==> src/rtl/alu_ctrl.sv <==
// rtl/alu_ctrl.sv - round-robin request sequencer in front of the shared execute-stage ALU
// ALU_CTRL_FULL_SHIFT_EN: split 0-31 bit shifts into repeated ALU passes of at most CHUNK bits.
module alu_ctrl #(
    parameter int DATA_W = 32,
    parameter int OPC_W  = 5,
    parameter int CHUNK  = 7
) (
    input  logic              clk,
    input  logic              rst_n,
    input  logic              req0_valid,
    input  logic [OPC_W-1:0]  req0_i,
    input  logic [DATA_W-1:0] req0_op1,
    input  logic [DATA_W-1:0] req0_op2,
    output logic              req0_ready,
    input  logic              req1_valid,
    input  logic [OPC_W-1:0]  req1_i,
    input  logic [DATA_W-1:0] req1_op1,
    input  logic [DATA_W-1:0] req1_op2,
    output logic              req1_ready,
    output logic              rsp_valid,
    output logic [DATA_W-1:0] rsp_data,
    output logic              rsp_id,
    input  logic              rsp_ready,
    output logic              alu_ex,
    output logic [OPC_W-1:0]  alu_i,
    output logic [DATA_W-1:0] alu_op1,
    output logic [DATA_W-1:0] alu_op2,
    input  logic [DATA_W-1:0] alu_res,
    output logic              busy
);
    typedef enum logic [1:0] {IDLE, ISSUE, CAPTURE, DONE} state_t;

    state_t            state, state_nx;
    logic              last_grant;
    logic              id;
    logic [OPC_W-1:0]  opc;
    logic [DATA_W-1:0] acc;
    logic [DATA_W-1:0] op2;
    logic              grant0, grant1, accept;
    logic [OPC_W-1:0]  sel_opc;
    logic [DATA_W-1:0] sel_op1, sel_op2;

    // On a tie the requester that did not win last time is granted.
    assign grant0     = (state == IDLE) && req0_valid && (!req1_valid || last_grant);
    assign grant1     = (state == IDLE) && req1_valid && (!req0_valid || !last_grant);
    assign req0_ready = grant0;
    assign req1_ready = grant1;
    assign accept     = grant0 || grant1;
    assign sel_opc    = grant1 ? req1_i   : req0_i;
    assign sel_op1    = grant1 ? req1_op1 : req0_op1;
    assign sel_op2    = grant1 ? req1_op2 : req0_op2;

`ifdef ALU_CTRL_FULL_SHIFT_EN
    localparam logic [4:0] CHUNK_MAX = 5'(CHUNK);

    logic [4:0] rem, chunk, rem_nx;
    logic       shift_op, sel_shift;

    function automatic logic is_shift(input logic [OPC_W-1:0] o);
        return (o == OPC_W'(6)) || (o == OPC_W'(7)) || (o == OPC_W'(14));
    endfunction

    assign shift_op  = is_shift(opc);
    assign sel_shift = is_shift(sel_opc);
    assign chunk     = (rem > CHUNK_MAX) ? CHUNK_MAX : rem;
    assign rem_nx    = rem - chunk;
    assign alu_op2   = (state == ISSUE) ? (shift_op ? DATA_W'(chunk) : op2) : '0;

    always_ff @(posedge clk or negedge rst_n) begin
        if (!rst_n) begin
            rem <= '0;
        end else if (state == IDLE && accept) begin
            rem <= sel_shift ? sel_op2[4:0] : 5'd0;
        end else if (state == CAPTURE && shift_op) begin
            rem <= rem_nx;
        end
    end
`else
    assign alu_op2 = (state == ISSUE) ? op2 : '0;
`endif

    // All ALU-side and response outputs decode registered state only.
    assign alu_ex    = (state == ISSUE);
    assign alu_i     = (state == ISSUE) ? opc : '0;
    assign alu_op1   = (state == ISSUE) ? acc : '0;
    assign rsp_valid = (state == DONE);
    assign rsp_data  = (state == DONE) ? acc : '0;
    assign rsp_id    = (state == DONE) ? id : 1'b0;
    assign busy      = (state != IDLE);

    always_comb begin
        state_nx = state;
        case (state)
            IDLE:    if (accept) state_nx = ISSUE;
            ISSUE:   state_nx = CAPTURE;
`ifdef ALU_CTRL_FULL_SHIFT_EN
            CAPTURE: state_nx = (shift_op && rem_nx != 5'd0) ? ISSUE : DONE;
`else
            CAPTURE: state_nx = DONE;
`endif
            DONE:    if (rsp_ready) state_nx = IDLE;
            default: state_nx = IDLE;
        endcase
    end

    always_ff @(posedge clk or negedge rst_n) begin
        if (!rst_n) begin
            state      <= IDLE;
            last_grant <= 1'b1;
            id         <= 1'b0;
            opc        <= '0;
            acc        <= '0;
            op2        <= '0;
        end else begin
            state <= state_nx;
            if (state == IDLE && accept) begin
                opc        <= sel_opc;
                acc        <= sel_op1;
                op2        <= sel_op2;
                id         <= grant1;
                last_grant <= grant1;
            end else if (state == CAPTURE) begin
                acc <= alu_res;
            end
        end
    end
endmodule
==> config.mk <==
export PLATFORM = sky130hd
export DESIGN_NAME = alu_ctrl
export DESIGN_NICKNAME = d
export VERILOG_FILES = /design/src/rtl/alu_ctrl.sv
export SDC_FILE = /design/constraint.sdc
export NUM_CORES = 1
export LEC_CHECK = 0
export ABC_CLOCK_PERIOD_IN_PS = 2200
export BUFFER_PORTS_ARGS = -buffer_cell sky130_fd_sc_hd__buf_4
export CAP_MARGIN = 10
export CORE_AREA = 2 2 110 112
export CTS_CLUSTER_DIAMETER = 200
export CTS_CLUSTER_SIZE = 20
export DETAILED_ROUTE_END_ITERATION = 10
export DIE_AREA = 0 0 112 114
export PLACE_DENSITY_LB_ADDON = 0.1
export REMOVE_ABC_BUFFERS = 1
export SYNTH_ARGS = -nofsm -noshare
export SYNTH_HDL_FRONTEND = slang
export SYNTH_SLANG_ARGS = --single-unit
==> constraint.sdc <==
create_clock -name clk -period 2.2 [get_ports clk]
set_clock_uncertainty 0.1 [all_clocks]
set_input_delay 0 -clock clk [delete_from_list [all_inputs] [get_ports clk]]
set_output_delay 0 -clock clk [all_outputs]
set_load 0.05 [all_outputs]
==> results.tsv <==
metric	value	unit
Vias/cell	5.40	
Tot Pwr	12.1	mW
die area	12800	um^2
die width	112	um
Gate Count Post-Synth	562	
First-pass DRT Iterations	6	
crit-path most repeated cell	and2_1	
Worst Path Arrival	1.90	ns
crit end category	output pin	
Routed wire per std cell	18.1	um
Starting Density	40.2	%
pin count of the biggest net entering global routing	74	
CTS tree	built	
worst slew pin tran	0.794	ns
die height	114	um
reg2reg end	op2[31]	
Remaining Overflow, GRT	0	
WL final	20600	um
max incr delay on CP	0.42	ns
gp weighted congestion	0.807	
Tcrit/Tclk final	91.1	%
internal power component	5.84	mW
hold_ws	0.0488	ns
DP HPWL	11500	um
first-pass GRT wire length	32300	um
Hold Path Sink	state[0]	
Synth Warn #	0	
IO Pins	282	
share of layout cells above drive strength 1	32.2	%
I/O Buffers	281	
worst r2r path cells	6	
number of routed nets with antenna violations	0	
synthesized area	4710	um^2
CTS Sinks	73	
Post-CTS Setup Inserts	0	
Lkg Pwr	4.22	nW
WS Path Type	reg -> out	
Synth area leader	dfrtp_1	
FF-to-FF setup slack	0.27	ns
Mean Syn Cell Area	8.39	um^2
# nets final	1167	
Synth cell types	23	
RSZ-0062 raised after global routing	false	
htree depth	3	
Yosys reg bits	73	
ranking of synthesized cells by area	dfrtp_1, and2_1, nand2_1	
startpoint types	flop	
leading cell type in the layout, fill and taps excluded	buf_4	
post-route setup slack	0.196	ns
most frequent cells in the layout	buf_4, dlygate4sd3_1, nand2_1, and2_1, dfrtp_1	
Core ar.	11700	um^2
Final Hold Fails	0	
Worst-Skew Late Latency	0.32	ns
setup TNS	0	ns
fill count	758	
status	completed	
required time of the critical path	2.10	ns
DR iter-0 viols	690	
FMAX	0.499	GHz
crit path max fanout	33	
fraction of power consumed by the clock network	12.1	%
Switching Power	6.21	mW
Peak VDD IR	1.10	mV
worst path cell trace	inv_1 -> ha_4 -> and2_1 -> buf_12 -> and2_1 -> buf_4	
Area Growth Syn to Fin	90.4	%
root buf cell	clkbuf_16	
row cnt	40	
drc violations	0	
Max Cap Viol	0	
Comb power frac	66.7	%
Flop pwr share	21.2	%
Switching Share	51.6	%
Final Util	76.6	%
pwr/cell area	1340	nW/um^2
sequential share of the synthesized area	38.8	%
relative slew slack	46.9	%
clk buf depth	2	
r2r startpoint	state[0]	
hold path depth	3	
GRT Overall Usage	31.2	%
antenna violations before repair	0	
Final Setup Violations	0	
min-delay src	req1_valid	
clk slew on worst S/H paths	0.05	ns
slowest CP cell	dfrtp_1	
Max Slew Vio Count	0	
Inserted Clock Buffers	9	
vias in the first global route	6481	
Worst Hold Class	in -> reg	
multi-input logic area	2630	um^2
n_diodes	0	
Reg area	1830	um^2
crit path time final	2.00	ns
vias	6150	
Synth top area share	38.2	%
Placement Setup Slack	0.303	ns
==> routing by layer <==
layer	global-route usage, %	wire, um
met2	54.7	10500
met4	13.3	563
met3	6.85	1610
met5	0	0
met1	37.2	7930
==> cell type report <==
| cell class | count | share of cell area, % |
|---|---|---|
| clock buffer | 12 | 2.86 |
| clock inverter | 3 | 0.446 |
| inverter | 4 | 0.167 |
| multi-input combinational | 429 | 29.3 |
| sequential | 73 | 20.4 |
| tap | 147 | 2.05 |
| timing repair buffer | 470 | 44.8 |
==> worst max-delay path, delay by kind of cell (launching register included) <==
family / cells / cell delay, ns
simple gates: 2 / 0.34
fa+ha+maj: 1 / 0.22
buf+inv: 3 / 0.59
flops: 1 / 0.42
==> logic make-up (layout without fill, tap and decap cells) <==
kind of cell	Yosys count	after routing	share of synthesized area, %
flip-flops	73	73	38.8
adder cells (fa/ha/maj)	5	5	1.33
AO/OA/AOI/OAI	75	75	14.0
buffers and inverters	60	489	6.13
AND/OR/NAND/NOR	347	347	39.3
multiplexers	2	2	0.451
==> state kept, by name, summed over array words and instances (netlist names) <==
name	cells
last_grant	1
state	2
acc	32
id	1
opc	5
op2	32
==> worst max-delay path by stage <==
stage / startpoint / endpoint / slack (ns) / depth (start not counted)
after floorplan: state[0] / acc[0] / -1.56 / 5
after CTS: state[1] / alu_i[4] / 0.15 / 5
after detailed placement: state[0] / opc[1] / 0.30 / 6
after global routing: state[1] / req0_ready / 0.09 / 6
final: state[0] / req0_ready / 0.20 / 6
after global placement: state[0] / acc[22] / 0.40 / 6
==> cells in the mapped netlist <==
library cell / n
buf_2: 21
ha_1: 5
and2_1: 105
o21ai_2: 1
a32o_1: 32
nand3b_1: 64
a21o_1: 2
dfstp_2: 1
inv_1: 3
o32a_1: 1
o21a_1: 1
mux2i_1: 1
buf_4: 10
dfrtp_1: 72
a21boi_4: 1
clkbuf_1: 25
inv_2: 1
nand2b_1: 1
mux2_1: 1
nand3_1: 37
nor2_1: 2
nand2_1: 138
o211ai_1: 37
==> what timing repair did <==
item	4_1_cts	5_1_grt
hold buffers	172	0
endpoints found under the setup margin	0	4
resized for setup	0	2
endpoints found under the hold margin	143	0
==> power by group through the flow <==
stage	Clock, mW	Combinational, mW	Sequential, mW
6_report	1.46	8.04	2.55
5_1_grt	1.55	8.51	2.62
4_1_cts	1.48	7.88	2.52
3_5_place_dp	0	7.62	2.54
3_3_place_gp	0	7.51	2.49
2_1_floorplan	0	5.18	2.36
==> stage by stage <==
step / std cells / cell area, um^2
finish: 1138 / 8980
global route: 1138 / 8980
CTS: 1138 / 8960
detailed placement: 951 / 6940
global placement: 951 / 6940
floorplan: 506 / 4440
No activity file was read; power rests on OpenSTA's default activity.
